File: src/rtl/pipe_pkg.sv
// Shared definitions for the pipeline sequencing controller.
//   PCSEL_*            next-PC source encodings driven on pc_sel
//   pipe_ctrl_state_t  controller FSM state type
package pipe_pkg;

    localparam logic [1:0] PCSEL_SEQ = 2'd0;  // PC + 4
    localparam logic [1:0] PCSEL_BR  = 2'd1;  // branch / jump target
    localparam logic [1:0] PCSEL_INT = 2'd2;  // interrupt vector
    localparam logic [1:0] PCSEL_EPC = 2'd3;  // return address held in EPC

    typedef enum logic [1:0] {
        ST_RUN      = 2'd0,
        ST_DIV_WAIT = 2'd1,
        ST_INT_VEC  = 2'd2
    } pipe_ctrl_state_t;

endpackage

File: src/rtl/hazard_detect.sv
// Combinational load-use comparator.
// Ports:
//   ex_mem_read  in   EX instruction is a load
//   ex_rt        in   destination register of the EX load
//   id_rs        in   rs of the ID instruction
//   id_rt        in   rt of the ID instruction
//   id_uses_rt   in   ID instruction reads rt as a source
//   load_use     out  ID must wait one cycle for the load result
module hazard_detect (
    input  logic       ex_mem_read,
    input  logic [4:0] ex_rt,
    input  logic [4:0] id_rs,
    input  logic [4:0] id_rt,
    input  logic       id_uses_rt,
    output logic       load_use
);

    // $zero never carries a real dependency.
    assign load_use = ex_mem_read && (ex_rt != 5'd0) &&
                      ((ex_rt == id_rs) || (id_uses_rt && (ex_rt == id_rt)));

endmodule

File: src/rtl/pipe_hazard_ctrl.sv
// Pipeline sequencing controller: PC write enable, IF/ID and ID/EX flushes,
// next-PC select, interrupt entry, eret return and divider stalls.
// Build option: PIPE_CTRL_DIV_STALL_EN enables the multi-cycle divider stall
// (DIV_WAIT state and its counter); without it id_div_start is ignored and
// div_busy is tied low.
// Ports:
//   cpu_clk, reset_n                 clock (FSM on posedge), async active-low reset
//   id_rs, id_rt, id_uses_rt         ID-stage source operands
//   ex_mem_read, ex_rt               EX-stage load and its destination
//   ex_branch_taken                  branch/jump resolved taken in EX
//   id_div_start, id_eret            ID instruction is div/divu, eret
//   int_req                          masked level interrupt request
//   pc_write, ifid_flush, idex_flush pipeline register controls
//   pc_sel                           next-PC source (pipe_pkg PCSEL_*)
//   epc_save                         CP0 captures ID-stage PC this cycle
//   int_ack, back_from_eret          registered one-cycle pulses
//   div_busy                         divider stall in progress
//
// state       | meaning
// ------------+----------------------------------------------
// ST_RUN      | normal issue, hazard priority resolution
// ST_DIV_WAIT | divider in progress, front end frozen
// ST_INT_VEC  | redirect fetch to the interrupt vector
module pipe_hazard_ctrl
    import pipe_pkg::*;
#(
    parameter int DIV_CYCLES = 32
) (
    input  logic       cpu_clk,
    input  logic       reset_n,
    input  logic [4:0] id_rs,
    input  logic [4:0] id_rt,
    input  logic       id_uses_rt,
    input  logic       ex_mem_read,
    input  logic [4:0] ex_rt,
    input  logic       ex_branch_taken,
    input  logic       id_div_start,
    input  logic       id_eret,
    input  logic       int_req,
    output logic       pc_write,
    output logic       ifid_flush,
    output logic       idex_flush,
    output logic [1:0] pc_sel,
    output logic       epc_save,
    output logic       int_ack,
    output logic       back_from_eret,
    output logic       div_busy
);

    pipe_ctrl_state_t state_q, state_d;
    logic             load_use;
    logic             eret_go;

    hazard_detect u_hazard_detect (
        .ex_mem_read (ex_mem_read),
        .ex_rt       (ex_rt),
        .id_rs       (id_rs),
        .id_rt       (id_rt),
        .id_uses_rt  (id_uses_rt),
        .load_use    (load_use)
    );

`ifdef PIPE_CTRL_DIV_STALL_EN
    localparam int CNT_W = $clog2(DIV_CYCLES);

    logic [CNT_W-1:0] cnt_q, cnt_d;
    logic             div_go;

    // A div only issues when nothing of higher priority claims the cycle.
    assign div_go = id_div_start && !int_req && !ex_branch_taken &&
                    !id_eret && !load_use;
`else
    logic unused_div;
    assign unused_div = id_div_start ^ DIV_CYCLES[0];
`endif

    // State register plus the registered one-cycle pulses.
    always_ff @(posedge cpu_clk or negedge reset_n) begin
        if (!reset_n) begin
            state_q        <= ST_RUN;
            int_ack        <= 1'b0;
            back_from_eret <= 1'b0;
`ifdef PIPE_CTRL_DIV_STALL_EN
            cnt_q          <= '0;
`endif
        end else begin
            state_q        <= state_d;
            int_ack        <= (state_q == ST_INT_VEC);
            back_from_eret <= eret_go;
`ifdef PIPE_CTRL_DIV_STALL_EN
            cnt_q          <= cnt_d;
`endif
        end
    end

    // Next-state logic.
    always_comb begin
        state_d = state_q;
`ifdef PIPE_CTRL_DIV_STALL_EN
        cnt_d   = cnt_q;
`endif
        case (state_q)
            ST_RUN: begin
                if (int_req) begin
                    state_d = ST_INT_VEC;
                end
`ifdef PIPE_CTRL_DIV_STALL_EN
                else if (div_go) begin
                    // The issue cycle is the first stall cycle, so DIV_WAIT
                    // lasts one cycle less than the divider latency.
                    state_d = ST_DIV_WAIT;
                    cnt_d   = CNT_W'(DIV_CYCLES - 1);
                end
`endif
            end
`ifdef PIPE_CTRL_DIV_STALL_EN
            ST_DIV_WAIT: begin
                if (cnt_q != '0) begin
                    cnt_d = cnt_q - CNT_W'(1);
                end
                if (cnt_q <= CNT_W'(1)) begin
                    state_d = ST_RUN;
                end
            end
`endif
            ST_INT_VEC: begin
                state_d = ST_RUN;
            end
            default: begin
                state_d = ST_RUN;
            end
        endcase
    end

    // Output logic; reset overrides so the pipeline registers are held
    // cleared while reset_n is low.
    always_comb begin
        pc_write   = 1'b1;
        ifid_flush = 1'b0;
        idex_flush = 1'b0;
        pc_sel     = PCSEL_SEQ;
        epc_save   = 1'b0;
        div_busy   = 1'b0;
        eret_go    = 1'b0;
        if (!reset_n) begin
            pc_write   = 1'b0;
            ifid_flush = 1'b1;
            idex_flush = 1'b1;
        end else begin
            case (state_q)
                ST_RUN: begin
                    if (int_req) begin
                        epc_save   = 1'b1;
                        ifid_flush = 1'b1;
                        idex_flush = 1'b1;
                        pc_write   = 1'b0;
                    end else if (ex_branch_taken) begin
                        pc_sel     = PCSEL_BR;
                        ifid_flush = 1'b1;
                        idex_flush = 1'b1;
                    end else if (id_eret) begin
                        pc_sel     = PCSEL_EPC;
                        ifid_flush = 1'b1;
                        eret_go    = 1'b1;
                    end else if (load_use) begin
                        pc_write   = 1'b0;
                        idex_flush = 1'b1;
                    end
`ifdef PIPE_CTRL_DIV_STALL_EN
                    else if (id_div_start) begin
                        // div itself moves on to EX, only the front end holds.
                        pc_write   = 1'b0;
                    end
`endif
                end
`ifdef PIPE_CTRL_DIV_STALL_EN
                ST_DIV_WAIT: begin
                    pc_write   = 1'b0;
                    idex_flush = 1'b1;
                    div_busy   = 1'b1;
                end
`endif
                ST_INT_VEC: begin
                    pc_sel     = PCSEL_INT;
                    ifid_flush = 1'b1;
                    idex_flush = 1'b1;
                end
                default: begin
                    pc_write   = 1'b1;
                end
            endcase
        end
    end

endmodule

File: config.mk
export PLATFORM = sky130hd
export DESIGN_NAME = pipe_hazard_ctrl
export DESIGN_NICKNAME = d
export VERILOG_FILES = /design/src/rtl/pipe_pkg.sv /design/src/rtl/hazard_detect.sv /design/src/rtl/pipe_hazard_ctrl.sv
export SDC_FILE = /design/constraint.sdc
export NUM_CORES = 1
export LEC_CHECK = 0
export CORE_AREA = 2 2 39 41
export CTS_CLUSTER_SIZE = 40
export DETAILED_ROUTE_END_ITERATION = 8
export DIE_AREA = 0 0 41 43
export PLACE_DENSITY_LB_ADDON = 0.1
export SYNTH_ARGS = -nofsm -noshare
export SYNTH_HDL_FRONTEND = slang
export SYNTH_SLANG_ARGS = --single-unit
export TNS_END_PERCENT = 50
File: constraint.sdc
create_clock -name cpu_clk -period 2.39 [get_ports cpu_clk]
set_clock_uncertainty 0.2 [all_clocks]
set_input_delay 0.717 -clock cpu_clk [delete_from_list [all_inputs] [get_ports cpu_clk]]
set_output_delay 0.717 -clock cpu_clk [all_outputs]
set_load 0.01 [all_outputs]
# After elaboration in Yosys (flattened, before gate mapping)
# Index checks and enable logic that the tools add are counted.
[classes] n_eq_ne=4 n_reduce_logical=6 n_mux=31
[op_table] operator="1-bit two-way mux" count=22
[op_table] operator="2-bit two-way mux" count=6
[op_table] operator="5-bit == test" count=2
[op_table] operator="5-bit nonzero test" count=1
[op_table] operator="1-bit one-hot mux with 2 select lines" count=2
[op_table] operator="2-bit one-hot mux with 2 select lines" count=1
[op_table] operator="1-bit logical AND" count=3
[op_table] operator="2-bit == test, second input constant" count=1
[op_table] operator="2-bit logical NOT" count=1
[op_table] operator="2-bit inequality test, second input constant" count=1
[op_table] operator="1-bit logical OR" count=1
[totals] regBits=4 output_inout_bits=9 in_bits=23 elab_cells=44

# Logic depth before layout (Yosys ltp)
# Gate-level depths: netlist (run 1).
[logic_depth] ltp_word=10 ltp_mapped=4 depth_no_buf=4

# By module
# From an unflattened synthesis (run 1), not the netlist that was laid out.
[hier_totals] hier_cells=37 hier_area_um2=307.8
[by_module_without_submodules] module="pipe_hazard_ctrl" seq_area_each_um2=75.1 cells_per_inst=20 instances=1 area_per_inst_um2=175.2
[by_module_without_submodules] module="hazard_detect" seq_area_each_um2=0.0 cells_per_inst=17 instances=1 area_per_inst_um2=132.6

# Least setup slack after synthesis (run 1)
# Ideal clock, no wire load.
[synth_path] kind="input-to-output" startpoint="in ex_rt[4]" endpoint="out idex_flush" n_path_buf=0 cell_stages=4 t_arrival_ns=1.650 required_ns=1.473 slack_ns=-0.177 cell_sequence="xor2_1 nor4_2 a32oi_1 o41ai_2"
[synth_via] elab_chain_cells=10 elab_cells_between_ends=13 cone_classes="2 x eq/ne; 6 x mux; 5 x reduce/logical"
[synth_lines] item="start: declaration" line_no="pipe_hazard_ctrl.sv:35" rtl="input logic [4:0] ex_rt,"
[synth_lines] item="5-bit == test" line_no="hazard_detect.sv:20" rtl="((ex_rt == id_rs) || (id_uses_rt && (ex_rt == id_rt)));"
[synth_lines] item="1-bit logical AND" line_no="hazard_detect.sv:20"
[synth_lines] item="1-bit logical OR" line_no="hazard_detect.sv:20"
[synth_lines] item="1-bit logical AND (*)" line_no="hazard_detect.sv:19" rtl="assign load_use = ex_mem_read && (ex_rt != 5'd0) &&"
[synth_lines] item="1-bit two-way mux (*)" line_no="pipe_hazard_ctrl.sv:165" rtl="end else if (load_use) begin"
[synth_lines] item="1-bit two-way mux (*)" line_no="pipe_hazard_ctrl.sv:161" rtl="end else if (id_eret) begin"
[synth_lines] item="1-bit two-way mux (*)" line_no="pipe_hazard_ctrl.sv:157" rtl="end else if (ex_branch_taken) begin"
[synth_lines] item="1-bit two-way mux (*)" line_no="pipe_hazard_ctrl.sv:152" rtl="if (int_req) begin"
[synth_lines] item="1-bit one-hot mux with 2 select lines (*)" line_no="pipe_hazard_ctrl.sv:150" rtl="case (state_q)"
[synth_lines] item="1-bit two-way mux (*)" line_no="pipe_hazard_ctrl.sv:145" rtl="if (!reset_n) begin"
[synth_lines] item="end: declaration" line_no="pipe_hazard_ctrl.sv:42" rtl="output logic idex_flush,"
# Mark *: on every way between the ends. The rest lies on a longest branch, timed or not.

# Worst setup path after layout (run 1)
[layout_path] startpoint="in id_rt[0]" endpoint="out idex_flush"
[layout_via] elab_chain_cells=10
[layout_lines] item="start: declaration" line_no="pipe_hazard_ctrl.sv:32" rtl="input logic [4:0] id_rt,"
[layout_lines] item="5-bit == test" line_no="hazard_detect.sv:20"
[layout_lines] item="1-bit logical AND" line_no="hazard_detect.sv:20"
[layout_lines] item="1-bit logical OR" line_no="hazard_detect.sv:20"
[layout_lines] item="1-bit logical AND" line_no="hazard_detect.sv:19"
[layout_lines] item="1-bit two-way mux" line_no="pipe_hazard_ctrl.sv:165"
[layout_lines] item="1-bit two-way mux" line_no="pipe_hazard_ctrl.sv:161"
[layout_lines] item="1-bit two-way mux" line_no="pipe_hazard_ctrl.sv:157"
[layout_lines] item="1-bit two-way mux" line_no="pipe_hazard_ctrl.sv:152"
[layout_lines] item="1-bit one-hot mux with 2 select lines" line_no="pipe_hazard_ctrl.sv:150"
[layout_lines] item="1-bit two-way mux" line_no="pipe_hazard_ctrl.sv:145"
# Every way passes these cells.

==> impl_metrics.py, run 1 <==
metrics = {
    "run_status": {
        "status": "complete, but fails checks",
        "violations": "setup timing",
    },
    "synth": {
        "ys_ff_latch": 3,
        "synth.net_count": 60,
        "synth_cell_types": 20,
        "yosysWarnings": 0,
        "syn_inst": 37,
        "yosysTopAreaCell": "xor2_1",
        "syn_avg_cell_area_sq_um": 8.56,
        "synthFlopType": "dfrtp_1",
        "synthArstFlopShare_pct": 100,
        "synth_most_common_cell": "xor2_1",
        "syn_area_sq_um": 317,
        "ys_seq_area_share_pct": 23.7,
        "synthTopCellsByArea": "xor2_1 25%, dfrtp_1 24%, nor2_1 7.1%",
        "synth_top_area_share_pct": 24.9,
        "synth_edf_count": 0,
        "synthTopCellsByCount": "9 x xor2_1, 6 x nor2_1, 3 x dfrtp_1, 2 x and2_1, 2 x nor2b_1",
    },
    "worst_setup_path": {
        "critPathLaunchType": "primary input",
        "crit_start": "id_rt[0]",
        "worst_path_largest_cell_delay_ps": 260,
        "endpoint": "idex_flush",
        "reg2reg_depth": 4,
        "r2r_setup_slack_ps": 1170,
        "path_class": "primary input to output pin",
        "path_max_fanout": 2,
        "slowest_stage": "nor4_2",
        "cp.required_ps": 1470,
        "path_cells": "buf_6 -> xor2_2 -> nor4_2 -> a32oi_1 -> buf_4 -> o41ai_2 -> buf_2",
        "cp.arrival_ps": 1920,
        "cp-end-kind": "output pin",
        "r2r-start": "state_q[1]",
        "worst_r2r_endpoint": "back_from_eret",
    },
    "clock_network": {
        "path_clk_slew_ps": 40,
        "root_buffer": "clkbuf_4",
        "cts-buffers-inserted": 3,
        "clkSinkCount": 3,
        "htree_levels": 1,
        "clock_path_buffers": 2,
        "cts_tree": "yes",
        "ctsHoldBuffers": 0,
        "clk_latency_ps": 230,
    },
    "global_route": {
        "grt_pass1_wl_mm": 1.59,
        "antenna_found_initial": 0,
        "grt_pass1_vias": 397,
        "grt_max_degree": 6,
        "grt_usage_pct": 13.0,
        "gr-total-overflow": 0,
    },
    "floorplanning": {
        "die_area_sq_um": 1760,
        "die_height_um": 43,
        "start_util_pct": 22.9,
        "fp.dieW_um": 41,
        "io_pins": 32,
        "rows": 14,
        "core_area_sq_um": 1380,
    },
    "power": {
        "sequentialPowerShare_pct": 24.0,
        "ir_worst_vdd_uv": 116,
        "p_per_area_nw_per_um2": 336,
        "combPwrFrac_pct": 38.1,
        "p_leak_nw": 0.321,
        "p_clk_share_pct": 37.9,
        "p_int_mw": 0.169,
        "p_switching_mw": 0.0647,
        "switching_share_pct": 27.6,
        "totalPowerFinal_mw": 0.234,
    },
    "routing": {
        "drc_errors": 0,
        "wl_per_cell_um": 10.3,
        "dr_wl_met2_um": 468,
        "drt_wl_total_um": 955,
        "met1_length_um": 402,
        "vias_per_cell": 4.31,
        "drt-initial-drc-count": 0,
        "antenna_left": 0,
        "vias": 401,
        "route.met3.wl_um": 64,
        "highest_layer": "met4",
        "dr.pass1.iters": 1,
    },
    "cells_and_area": {
        "multi_input_area_sq_um": 262,
        "final_core_util_pct": 50.4,
        "fin_cells": 93,
        "area_growth_pct": 120,
        "diodes": 0,
        "drive_above_1_share_pct": 42.9,
        "fill_cells": 149,
        "seq_area_sq_um": 75.1,
        "layout.nets": 101,
    },
    "placement": {
        "place_congestion": 0.708,
        "dp_cells": 87,
        "port_buffers": 29,
        "place_hpwl_um": 784,
    },
    "sta": {
        "maxSlewViolCount": 0,
        "fin_crit_sh_pct": 119,
        "fin_setup_tns_ps": -870,
        "fmax_mhz": 353,
        "min_period_ps": 2830,
        "fin_ws_ps": -444,
        "hold_ws_ps": 292,
        "setup_violations": 2,
        "rsz0062_at_grt": "true",
        "final-hold-violation-count": 0,
    },
    "flow_run": {
        "drv_cap": 0,
    },
    "min_path": {
        "hp-class": "primary input to async pin",
    },
}
-- cells in the final DEF, fill, tap and decap left out --
| cell | count |
|---|---|
| a32oi_1 | 1 |
| and2_1 | 2 |
| buf_2 | 9 |
| buf_4 | 7 |
| buf_6 | 4 |
| clkbuf_1 | 1 |
| clkbuf_4 | 3 |
| clkdlybuf4s15_1 | 5 |
| clkdlybuf4s15_2 | 3 |
| clkdlybuf4s50_1 | 4 |
| conb_1 | 1 |
| dfrtp_1 | 3 |
| dlygate4sd2_1 | 5 |
| inv_1 | 1 |
| nand2_1 | 1 |
| nand3b_1 | 1 |
| nor2_1 | 5 |
| nor2_4 | 1 |
| nor2b_1 | 1 |
| nor2b_4 | 1 |
| nor3_1 | 1 |
| nor3b_2 | 1 |
| nor4_2 | 1 |
| o21a_1 | 1 |
| o31a_1 | 1 |
| o41ai_2 | 1 |
| or3_1 | 1 |
| or4_4 | 1 |
| xnor2_1 | 1 |
| xor2_1 | 8 |
| xor2_2 | 1 |
-- cell families after synthesis --
kind of cell | count (synthesis) | synth area share [%]
other cells | 1 | 1.18
buf+inv | 2 | 3.56
simple gates | 17 | 30.8
xor+xnor | 10 | 27.7
flops | 3 | 23.7
compound gates | 4 | 13.0
-- per-layer routing --
| metal | track usage [%] | up-vias |
|---|---|---|
| met5 | 0 | - |
| met4 | 6.00 | 0 |
| met3 | 1.57 | 4 |
| met2 | 20.0 | 19 |
| met1 | 17.2 | 176 |
| li1 | - | 202 |
-- what timing repair did --
| action | in CTS | in global routing |
|---|---|---|
| setup buffers | 2 | 0 |
| gates resized for setup | 80 | 1 |
| pin swaps | 17 | 1 |
| endpoints found under the setup margin | 6 | 3 |
-- sequential cells by signal, summed over array words and instances (netlist names) --
signal and flops:
back_from_eret 1, int_ack 1, state_q 1
-- worst min path at each step --
stage	to	slack [ps]	cells past startpoint
final	state_q[1]	290	2
after global routing	state_q[1]	300	2
after CTS	state_q[1]	290	2
after detailed placement	int_ack	240	0
after global placement	int_ack	250	0
after floorplan	int_ack	210	0
-- final cells by class --
class	instances	share of cell area, %
clock buffer	4	3.77
inverter	1	0.539
multi-input combinational	32	37.5
sequential	3	10.8
tap	16	2.87
timing repair buffer	37	44.5
-- power by group through the flow --
stage	Combinational [mW]	Clock, mW	Sequential (mW)
4_1_cts	0.0892	0.0934	0.0561
6_report	0.0891	0.0888	0.0563
2_1_floorplan	0.0301	0	0.0566
5_1_grt	0.0975	0.0962	0.0567
3_3_place_gp	0.0954	0	0.0562
3_5_place_dp	0.0950	0	0.0561
-- critical path, delay by kind of cell --
kind / cells / cell delay (ps)
xor gates and xnor gates: 1 / 160
buffers and inverters: 3 / 430
and+or+nand+nor: 1 / 260
AOI/OAI and AO/OA: 2 / 340
-- metrics by stage --
step | cell area, sq um | setup WS, ps
6_report | 697 | -444
3_5_place_dp | 664 | -1180
3_3_place_gp | 664 | -1170
2_1_floorplan | 317 | -177
4_1_cts | 691 | -453
5_1_grt | 697 | -521
Power figures use the tool's default switching activity.
==> inputs of run 2 (changes only) <==
Settings changed: HOLD_SLACK_MARGIN set to 0.15.
==> results of run 2 <==
No change in the layout: final DEF, timing and power equal those of run 1.
==> inputs of run 3 (changes only) <==
Settings changed: GPL_ROUTABILITY_DRIVEN set to 1, REMOVE_ABC_BUFFERS set to 1.
==> run 3 against run 2 <==
Against the previous run:
- the flow still finishes with violations (setup timing)
- power down 0.89%
- flip-flop and latch count stayed put
- routed wire length shrank 11%
- die area stayed put
==> impl_metrics.py, run 3 (synthesis results as in run 1) <==
metrics = {
    "run_status": {
        "status": "complete, but fails checks",
        "violations": "setup timing",
    },
    "floorplanning": {
        "start_util_pct": 22.9,
        "rows": 14,
        "core_area_sq_um": 1380,
        "die_area_sq_um": 1760,
        "die_height_um": 43,
        "fp.dieW_um": 41,
        "io_pins": 32,
    },
    "clock_network": {
        "clock_path_buffers": 2,
        "clk_latency_ps": 230,
        "path_clk_slew_ps": 30,
        "cts-buffers-inserted": 3,
        "root_buffer": "clkbuf_4",
        "clkSinkCount": 3,
        "htree_levels": 1,
        "cts_tree": "yes",
    },
    "global_route": {
        "grt_pass1_wl_mm": 1.30,
        "grt_max_degree": 6,
        "grt_pass1_vias": 372,
        "gr-total-overflow": 0,
        "antenna_found_initial": 0,
        "grt_usage_pct": 10.6,
    },
    "routing": {
        "drc_errors": 0,
        "vias_per_cell": 4.25,
        "drt-initial-drc-count": 0,
        "antenna_left": 0,
        "wl_per_cell_um": 9.24,
        "vias": 391,
        "drt_wl_total_um": 850,
        "dr.pass1.iters": 1,
    },
    "power": {
        "ir_worst_vdd_uv": 142,
        "p_leak_nw": 0.322,
        "totalPowerFinal_mw": 0.232,
        "p_per_area_nw_per_um2": 330,
    },
    "cells_and_area": {
        "top_regs": "back_from_eret: 1 flops, int_ack: 1 flops, state_q: 1 flops",
        "final_common_cell": "buf_2",
        "multi_input_area_sq_um": 277,
        "design_area_sq_um": 703,
        "fill_cells": 153,
        "diodes": 0,
        "area_growth_pct": 122,
        "seq_area_sq_um": 75.1,
        "layout.nets": 100,
        "drive_above_1_share_pct": 47.4,
        "final_cell_mix": "8 x buf_2, 7 x xor2_1, 7 x dlygate4sd2_1",
    },
    "sta": {
        "fin_ws_ps": -425,
        "maxSlewViolCount": 0,
        "min_period_ps": 2820,
        "final-hold-violation-count": 0,
        "setup_violations": 2,
        "fmax_mhz": 355,
        "fin_crit_sh_pct": 118,
        "rsz0062_at_grt": "true",
    },
    "worst_setup_path": {
        "path_class": "primary input to output pin",
        "cp-end-kind": "output pin",
        "cp.required_ps": 1470,
        "r2r_setup_slack_ps": 1170,
        "r2r-start": "state_q[1]",
        "critPathLaunchType": "primary input",
        "worst_r2r_endpoint": "back_from_eret",
        "cp.arrival_ps": 1900,
        "reg2reg_depth": 4,
        "path_max_fanout": 2,
    },
    "flow_run": {
        "drv_cap": 0,
    },
    "placement": {
        "place_area_sq_um": 657,
        "port_buffers": 29,
        "place_hpwl_um": 736,
        "place_congestion": 0.600,
    },
    "min_path": {
        "hp-class": "primary input to async pin",
    },
}
run 3: cell count changes in the layout (fill, tap and decap cells not counted), sizes merged:
cell           delta
dlygate4sd2       +2
clkbuf            +1
clkdlybuf4s15     -3
buf               -1
run 3: area by class of cell:
cell class / count / area share [%]
well taps: 16 / 2.85
inverters: 1 / 0.534
clock buffers: 4 / 3.74
repair buffers: 36 / 42.9
flip-flops and latches: 3 / 10.7
multi-input cells: 32 / 39.3
run 3: routing by layer:
layer  wire (um)  vias to the layer above  part of all wire (%)  global-route usage [%]
li1            -                      201                     -                       -
met1         335                      167                    39                    12.2
met2         422                       23                    50                    16.9
met3          92                        0                    11                    1.05
met4           0                        0                     0                    8.00
met5           0                        -                     0                       0
run 3: worst max path at each step:
| stage | from | end | slack (ps) |
|---|---|---|---|
| finish | id_rt[0] | idex_flush | -430 |
| global route | id_rt[0] | idex_flush | -490 |
| CTS | id_rt[0] | idex_flush | -450 |
| detailed placement | ex_rt[2] | idex_flush | -1200 |
| global placement | ex_rt[2] | idex_flush | -1180 |
| floorplan | ex_rt[4] | idex_flush | -180 |
run 3: repair_timing:
item                                    4_1_cts  5_1_grt
hold endpoints to repair                      0        0
setup buffers                                 2        0
gates resized for setup                      79        7
endpoints found under the setup margin        6        6
hold buffers                                  0        0
pin swaps                                    13        4
run 3: worst max-delay path: stages:
cell and delay [ps]:
buf_6 90, xor2_2 170, nor4_2 260, a32oi_1 150
buf_4 160, o41ai_2 180, buf_2 170
run 3: metrics by stage:
step | hold slack [ps] | util, % | setup slack (ps) | setup TNS, ps | std cells
6_report | 306 | 50.8 | -425 | -724 | 92
3_5_place_dp | 251 | 47.5 | -1200 | -4780 | 86
4_1_cts | 298 | 50.2 | -448 | -792 | 92
5_1_grt | 314 | 50.8 | -488 | -890 | 92
2_1_floorplan | 207 | - | -177 | -310 | 36
3_3_place_gp | 257 | 47.5 | -1180 | -4810 | 86
run 3: where the power goes:
part	internal, mW	total [mW]	switching (mW)
sequential	0.0537	0.0562	0.00244
clock	0.0624	0.0856	0.0232
combinational	0.0539	0.0903	0.0365
total	0.170	0.232	0.0622
